[src/rtl/fifo_ram2_ctrl_pkg.sv]
// Shared constants for the ram2_port FIFO controller and other ram2_port users.
// Latency: n/a (constants and a constant function only).
// Backpressure: n/a.
// Contents: default data/address widths, RAM read latency, pointer-width helper.
package fifo_ram2_ctrl_pkg;

  localparam int FIFO_DATA_W = 8;
  localparam int FIFO_ADDR_W = 8;

  // Cycles from rdaddress being registered to q being valid.
  localparam int RAM_RD_LAT = 1;

  // Pointers carry one extra wrap bit above the RAM address.
  function automatic int ptr_width(input int addr_w);
    return addr_w + 1;
  endfunction

endpackage

[src/rtl/fifo_ram2_ctrl_ram2_port.sv]
// Simple dual-port RAM: one write port and one registered read port.
// Latency: rdaddress is sampled on an edge and q is valid after that edge.
// Backpressure: none; every write and read is taken.
// Ports: wrclock/wren/wraddress/data write one word; rdclock/rdaddress/q read.
module ram2_port
  import fifo_ram2_ctrl_pkg::*;
#(
  parameter int DATA_W = FIFO_DATA_W,
  parameter int ADDR_W = FIFO_ADDR_W
) (
  input  logic              wrclock,
  input  logic              wren,
  input  logic [ADDR_W-1:0] wraddress,
  input  logic [DATA_W-1:0] data,
  input  logic              rdclock,
  input  logic [ADDR_W-1:0] rdaddress,
  output logic [DATA_W-1:0] q
);

  logic [DATA_W-1:0] mem [2**ADDR_W];

  always_ff @(posedge wrclock) begin
    if (wren) begin
      mem[wraddress] <= data;
    end
  end

  // Read address is re-sampled every edge; the controller holds it steady
  // between pops so q stays stable too.
  always_ff @(posedge rdclock) begin
    q <= mem[rdaddress];
  end

endmodule

[src/rtl/fifo_ram2_ctrl.sv]
// Synchronous FIFO controller driving a ram2_port: pointers, flags, occupancy.
// Latency: pop accepted on edge N gives rd_valid/rd_data after edge N; push to earliest data is 2 cycles.
// Backpressure: full rejects pushes (sets ovf), empty rejects pops (sets udf); rejected requests change nothing.
// Ports: sclk/srst (sync, active-high); wr_en/wr_data/full push side;
//        rd_en/rd_data/rd_valid/empty pop side; count occupancy; ovf/udf sticky error flags.
module fifo_ram2_ctrl
  import fifo_ram2_ctrl_pkg::*;
#(
  parameter int DATA_W = FIFO_DATA_W,
  parameter int ADDR_W = FIFO_ADDR_W
) (
  input  logic              sclk,
  input  logic              srst,
  input  logic              wr_en,
  input  logic [DATA_W-1:0] wr_data,
  output logic              full,
  input  logic              rd_en,
  output logic [DATA_W-1:0] rd_data,
  output logic              rd_valid,
  output logic              empty,
  output logic [ADDR_W:0]   count,
  output logic              ovf,
  output logic              udf
);

  localparam int PTR_W = ptr_width(ADDR_W);

  logic [PTR_W-1:0]      wr_ptr;
  logic [PTR_W-1:0]      rd_ptr;
  logic                  push;
  logic                  pop;
  logic                  wren;
  logic [ADDR_W-1:0]     wraddress;
  logic [DATA_W-1:0]     data;
  logic [ADDR_W-1:0]     rdaddress;
  logic [ADDR_W-1:0]     rdaddress_last;
  logic [RAM_RD_LAT-1:0] vld_pipe;

  // Flags come straight from the registered pointers.
  assign empty = (wr_ptr == rd_ptr);
  assign full  = (wr_ptr[PTR_W-1] != rd_ptr[PTR_W-1]) &&
                 (wr_ptr[ADDR_W-1:0] == rd_ptr[ADDR_W-1:0]);
  assign count = wr_ptr - rd_ptr;

  // Reset wins over any request in the same cycle, including the RAM write.
  assign push = wr_en && !full && !srst;
  assign pop  = rd_en && !empty && !srst;

  assign wren      = push;
  assign wraddress = wr_ptr[ADDR_W-1:0];
  assign data      = wr_data;

  // Hold the last popped address when idle so q does not move under the consumer.
  assign rdaddress = pop ? rd_ptr[ADDR_W-1:0] : rdaddress_last;

  assign rd_valid = vld_pipe[RAM_RD_LAT-1];

  always_ff @(posedge sclk) begin
    if (srst) begin
      wr_ptr         <= '0;
      rd_ptr         <= '0;
      rdaddress_last <= '0;
      vld_pipe       <= '0;
      ovf            <= 1'b0;
      udf            <= 1'b0;
    end else begin
      if (push) begin
        wr_ptr <= wr_ptr + PTR_W'(1);
      end
      if (pop) begin
        rd_ptr         <= rd_ptr + PTR_W'(1);
        rdaddress_last <= rd_ptr[ADDR_W-1:0];
      end
      // rd_valid tracks the RAM read latency so it lines up with q.
      vld_pipe <= (vld_pipe << 1) | RAM_RD_LAT'(pop);
      if (wr_en && full) begin
        ovf <= 1'b1;
      end
      if (rd_en && empty) begin
        udf <= 1'b1;
      end
    end
  end

  ram2_port #(
    .DATA_W(DATA_W),
    .ADDR_W(ADDR_W)
  ) u_ram (
    .wrclock  (sclk),
    .wren     (wren),
    .wraddress(wraddress),
    .data     (data),
    .rdclock  (sclk),
    .rdaddress(rdaddress),
    .q        (rd_data)
  );

endmodule

[config.mk]
export PLATFORM = sky130hd
export DESIGN_NAME = fifo_ram2_ctrl
export DESIGN_NICKNAME = d
export VERILOG_FILES = /design/src/rtl/fifo_ram2_ctrl_pkg.sv /design/src/rtl/fifo_ram2_ctrl_ram2_port.sv /design/src/rtl/fifo_ram2_ctrl.sv
export SDC_FILE = /design/constraint.sdc
export NUM_CORES = 2
export LEC_CHECK = 0
export BUFFER_PORTS_ARGS = -buffer_cell sky130_fd_sc_hd__buf_2
export CAP_MARGIN = 5
export CORE_ASPECT_RATIO = 2
export CORE_MARGIN = 4
export CORE_UTILIZATION = 30
export DETAILED_ROUTE_END_ITERATION = 7
export PLACE_DENSITY_LB_ADDON = 0.3
export SLEW_MARGIN = 10
export SYNTH_ARGS = -nofsm -noshare
export SYNTH_HDL_FRONTEND = slang
export SYNTH_SLANG_ARGS = --single-unit
[constraint.sdc]
create_clock -name sclk -period 9.9 [get_ports sclk]
set_input_delay 1.98 -clock sclk [delete_from_list [all_inputs] [get_ports sclk]]
set_output_delay 1.98 -clock sclk [all_outputs]
set_load 0.01 [all_outputs]
; ---- Yosys cells after proc, flatten, opt, wreduce, memory -nomap -nowiden
; Memory sizes are Yosys's and may differ from the RTL's. A register that Yosys moved wholly into a read port is not among the register bits.
; Cells that the tools add are included.
[word_totals]
ram_bits = 2048
inputBits = 12
n_memories = 1
register_bits = 29
out_inout_bits = 22
[op_classes]
n_eq_ne = 3
reduce_logical = 10
n_mux = 3
addsub = 3
[mem_list]
columns = memory, words, width, read_ports, rd_ports_with_merged_regs, write_ports, line_no
row1 = u_ram.mem, 256, 8, 1, 1, 1, fifo_ram2_ctrl_ram2_port.sv:20  ; logic [DATA_W-1:0] mem [2**ADDR_W];
[ops]
columns = operator, count
row1 = $add A9 B1 Y9 const B, 2
row2 = $eq A9 B9 Y1, 1
row3 = $sub A9 B9 Y9, 1
row4 = $eq A8 B8 Y1, 1
row5 = $mux W8, 1
row6 = $logic_and A1 B1 Y1, 7
row7 = $logic_not A1 Y1, 3
row8 = $mux W1, 2
row9 = $ne A1 B1 Y1, 1

; ---- Longest topological paths before layout
[depth]
depth_word = 7
depth_mapped = 18
ltp_nobuf = 12

; ---- By module
; Synthesis repeated with hierarchy kept, for this count alone.
[hier_totals]
cells_unflattened = 3938
area_unflattened_um2 = 81345.5
[modules_own_cells]
columns = mod, area_each_um2, seq_area_each_um2, cells_per_inst, instances
row1 = ram2_port, 79556.3, 61659.1, 3733, 1
row2 = fifo_ram2_ctrl, 1789.2, 580.6, 205, 1

; ---- Worst setup path after synthesis
; OpenSTA, ideal clock, no wires.
[synth_timing]
path_kind = input port to flip-flop
from = input rd_en
to = register u_ram.q[7], read port of u_ram.mem
cell_stages = 12
setup_time_ns = 0.122
t_required_ns = 9.778
setup_slack_ns = 5.557
arrival_time_ns = 4.221
cell_sequence = nor2b_1 -> o31ai_4 -> buf_6 -> mux2i_1 -> buf_4 -> buf_4 -> buf_2 -> clkbuf_1 -> o2111ai_1 -> a211oi_1 -> nor2_1 -> a221o_1
[synth_via]
elab_chain_len = 3
[synth_rtl]
columns = item, line_no
row1 = "start, declared", fifo_ram2_ctrl.sv:17  ; input logic rd_en,
row2 = $logic_and A1 B1 Y1 (2 in series), fifo_ram2_ctrl.sv:47  ; assign pop = rd_en && !empty && !srst;
row3 = $mux W8, --
row4 = "end, declared", fifo_ram2_ctrl_ram2_port.sv:17  ; output logic [DATA_W-1:0] q
; No other way between the ends.
; A chain may end at the register's enable or synchronous reset.

; ---- Worst setup path in the final report
[layout_timing]
from = register rd_ptr[3]
to = register u_ram.q[3], read port of u_ram.mem
[layout_via]
elab_chain_len = 5
[layout_rtl]
columns = item, line_no
row1 = "start, declared", fifo_ram2_ctrl.sv:29  ; logic [PTR_W-1:0] rd_ptr;
row2 = "start signal, assigned", fifo_ram2_ctrl.sv:71  ; rd_ptr <= rd_ptr + PTR_W'(1);
row3 = $eq A9 B9 Y1, fifo_ram2_ctrl.sv:40  ; assign empty = (wr_ptr == rd_ptr);
row4 = $logic_not A1 Y1, fifo_ram2_ctrl.sv:47
row5 = $logic_and A1 B1 Y1 (2 in series), fifo_ram2_ctrl.sv:47
row6 = $mux W8 *, --
; Mark *: on every way between the ends. The rest lies on a longest branch, timed or not.

==> results.json <==
{
  "status": "completed",
  "grt-ovfl-total": 0,
  "clockBufferDepth": 4,
  "post-route-min-period_ns": 7.512,
  "final.setup.tns_ns": 0,
  "drt_first_pass_iters": 6,
  "hold_depth": 2,
  "ir_drop_mv": 0.1357,
  "synthArstFlopShare_pct": 0,
  "die_h_um": 757.4,
  "finalSetupViolCount": 0,
  "cts.clk_slew.worst_paths_ns": 0.07,
  "track_usage_pct": 20.38,
  "powerDensity_mw_per_mm2": 183.9,
  "required_ns": 10.57,
  "arrival_ns": 8.19,
  "post-place-cells": 10060,
  "netlist_instances": 6560,
  "critPathKind": "flip-flop to flip-flop",
  "synth_enable_flop_cells": 2048,
  "cts_buffers": 176,
  "worstPathMaxFanout": 22,
  "syn_area_mm2": 0.08425,
  "fin_nets": 6523,
  "nFillCells": 27480,
  "route.detailed.wl_per_inst_um": 29.42,
  "intPower_w": 0.01359,
  "core-area_mm2": 0.2801,
  "synth_seq_cells": 2085,
  "postCtsHoldBufs": 0,
  "synth_fp_nets": 6586,
  "final_cells": 10370,
  "start_util_pct": 30.08,
  "end_kind": "flip-flop",
  "areaGrowthSynthToFinish_pct": 12.06,
  "synth_adder_area_share_pct": 0.2168,
  "cts_setup_buffers": 0,
  "wl_met2_um": 155100,
  "placed_area_mm2": 0.08887,
  "cts_resized": 0,
  "crit_chain": "inv_1, ha_1, nand4_1, o31ai_4, mux2i_4, buf_4, nand2_2, buf_4, a21oi_1, o32a_1, a21oi_1, a221oi_1, buf_4, o32ai_1",
  "cts_tree": "done",
  "clk_latency_ns": 0.87,
  "slew_viol_final": 0,
  "pwr-share-comb_pct": 3.7,
  "grt_pass1_wl_um": 424300,
  "die-area_mm2": 0.2899,
  "cts.htree.levels": 4,
  "place.gp.congestion": 0.9155,
  "synth-compound-area-share_pct": 6.934,
  "via_count": 55510,
  "synthMuxAreaShare_pct": 1.204,
  "synth_top_family_by_area": "simple AND/OR/NAND/NOR gates",
  "pwr-share-clk_pct": 40.4,
  "yosys.area_share.simple_pct": 14.77,
  "fmax_ghz": 0.1331,
  "critPathLaunchType": "flip-flop",
  "first_global_vias": 54570,
  "hold_ws_ns": 0.4950,
  "p_seq_share_pct": 55.9,
  "cpPeakStageDelay_ns": 1.13,
  "yosysSeqAreaShare_pct": 73.87,
  "fin_area_mm2": 0.09442,
  "antenna_left": 0,
  "vias_per_cell": 5.354,
  "p_sw_share_pct": 21.74,
  "final_hold_viol_count": 0,
  "hp-class": "flip-flop to flip-flop",
  "antenna_found_initial": 6,
  "root_buffer": "clkbuf_16",
  "max_slew.worst_pin.slew_ns": 1.404,
  "layout_commonest_cell": "edfxtp_1",
  "met1_length_um": 101500,
  "power_w": 0.01736,
  "cpMostUsedCell": "buf_4",
  "syn-mean-instance-area_um2": 12.84,
  "slew_headroom_pct": 6.380,
  "drc": 0,
  "post-route-period-util_pct": 75.88,
  "dp_hpwl_um": 193900,
  "critPathSlowestCell": "mux2i_4",
  "port_buffers": 33,
  "multi_input_area_mm2": 0.01994,
  "top_layer": "met5",
  "rsz0062_at_grt": "no",
  "num_rows": 275,
  "max_cap_viol_count": 0,
  "final_cell_mix": "edfxtp_1, nand2_1, nand3_1",
  "fin_skew_ns": 0.04435,
  "r2r_cells": 14,
  "die_w_um": 382.7,
  "synth-warning-count": 0,
  "wl_met3_um": 17870,
  "p_sw_w": 0.003774,
  "drt_iter0_drc": 5967,
  "yosysUniqueCellTypes": 75,
  "register_area_mm2": 0.06224,
  "synth_xor_area_share_pct": 0.2480,
  "ys.flop_type": "edfxtp_1",
  "drive_above_1_share_pct": 7.577,
  "grt_start_max_net_pins": 164,
  "leakagePower_nw": 30.95,
  "io_pins": 34,
  "clock_sinks": 2085,
  "totalWireLength_um": 305000
}
==> Yosys cell counts, types with 8 or more instances <==
cell / n / share of area [%]
dfxtp_1: 37 / 0.88
edfxtp_1: 2048 / 73
nand2_1: 1759 / 7.8
a32o_1: 13 / 0.15
ha_1: 13 / 0.19
o22ai_1: 18 / 0.13
and3_1: 37 / 0.27
o31ai_1: 8 / 0.071
buf_2: 241 / 1.4
clkbuf_1: 127 / 0.57
a211o_1: 8 / 0.083
nor2_1: 331 / 1.5
o211ai_1: 19 / 0.17
a31oi_1: 113 / 0.84
nor3_1: 29 / 0.17
a311oi_1: 60 / 0.62
o2111ai_1: 14 / 0.15
buf_1: 38 / 0.17
xnor2_1: 14 / 0.15
inv_1: 58 / 0.26
nor2b_1: 10 / 0.074
xor2_1: 8 / 0.083
a21oi_1: 275 / 1.6
buf_4: 32 / 0.29
o21ai_0: 57 / 0.34
a211oi_1: 78 / 0.70
nand3_1: 742 / 4.4
mux2i_1: 91 / 1.1
a22oi_1: 46 / 0.41
a21o_1: 9 / 0.080
a221oi_1: 34 / 0.35
a32oi_1: 46 / 0.48
nand4_1: 25 / 0.19
==> sequential cells by signal, indices dropped and copies added (netlist names) <==
name / flops
rd_ptr: 9
u_ram.mem: 2048
u_ram.q: 8
ovf: 1
rdaddress_last: 8
wr_ptr: 9
udf: 1
rd_valid: 1
==> cells by family (layout without fill, tap and decap cells) <==
logic type,count (synthesis),in the layout
AND/OR/NAND/NOR,2975,2975
adder cells (fa/ha/maj),14,14
buffers and inverters,499,564
AO/OA/AOI/OAI,865,865
XOR/XNOR,23,23
flip-flops,2085,2085
multiplexers,99,99
other,0,3
==> layout make-up <==
type | instances | share of cell area, %
antenna | 3 | 0.007951
sequential | 2085 | 65.92
clock buffer | 215 | 4.865
inverter | 58 | 0.2306
tap | 3739 | 4.955
multi-input combinational | 3976 | 21.12
timing repair buffer | 200 | 1.918
clock inverter | 91 | 0.9846
==> worst paths after layout <==
| check | end | slack, ns | startpoint |
|---|---|---|---|
| max | u_ram.q[3]$_DFF_P_ | 2.39 | rd_ptr[3]$_SDFFE_PP0P_ |
| min | rd_ptr[7]$_SDFFE_PP0P_ | 0.49 | rd_ptr[7]$_SDFFE_PP0P_ |
| max reg2reg | u_ram.q[3]$_DFF_P_ | 2.39 | rd_ptr[3]$_SDFFE_PP0P_ |
| min reg2reg | rd_ptr[7]$_SDFFE_PP0P_ | 0.49 | rd_ptr[7]$_SDFFE_PP0P_ |
==> worst max-delay path, delay by kind of cell (launching register included) <==
family,cells,cell delay [ns]
buffers and inverters,4,1.43
adder cells (fa/ha/maj),1,0.42
AO/OA/AOI/OAI,6,2.90
multiplexers,1,1.13
AND/OR/NAND/NOR,2,0.90
flip-flops,1,0.54
==> routing by layer <==
layer / track usage (%) / vias up
met1: 21.39 / 28180
met4: 17.35 / 2
met2: 36.08 / 2509
met5: 0 / -
li1: - / 23950
met3: 2.594 / 863
==> power groups by stage <==
stage,logic (W),clock network (W),registers (W)
final,0.000640,0.00702,0.00970
after global routing,0.000677,0.00742,0.00970
after CTS,0.000641,0.00711,0.00970
after detailed placement,0.000639,0,0.00990
after global placement,0.000632,0,0.00990
after floorplan,0.000282,0,0.00989
==> metrics by stage <==
stage | setup WS (ns) | utilization (%)
final | 2.388 | 33.71
after detailed placement | 0.9056 | 31.73
after floorplan | 5.558 | -
after global routing | 2.269 | 33.71
after global placement | 0.9671 | 31.72
after CTS | 1.685 | 33.70
Note: power is estimated with default switching activity, not from simulation.
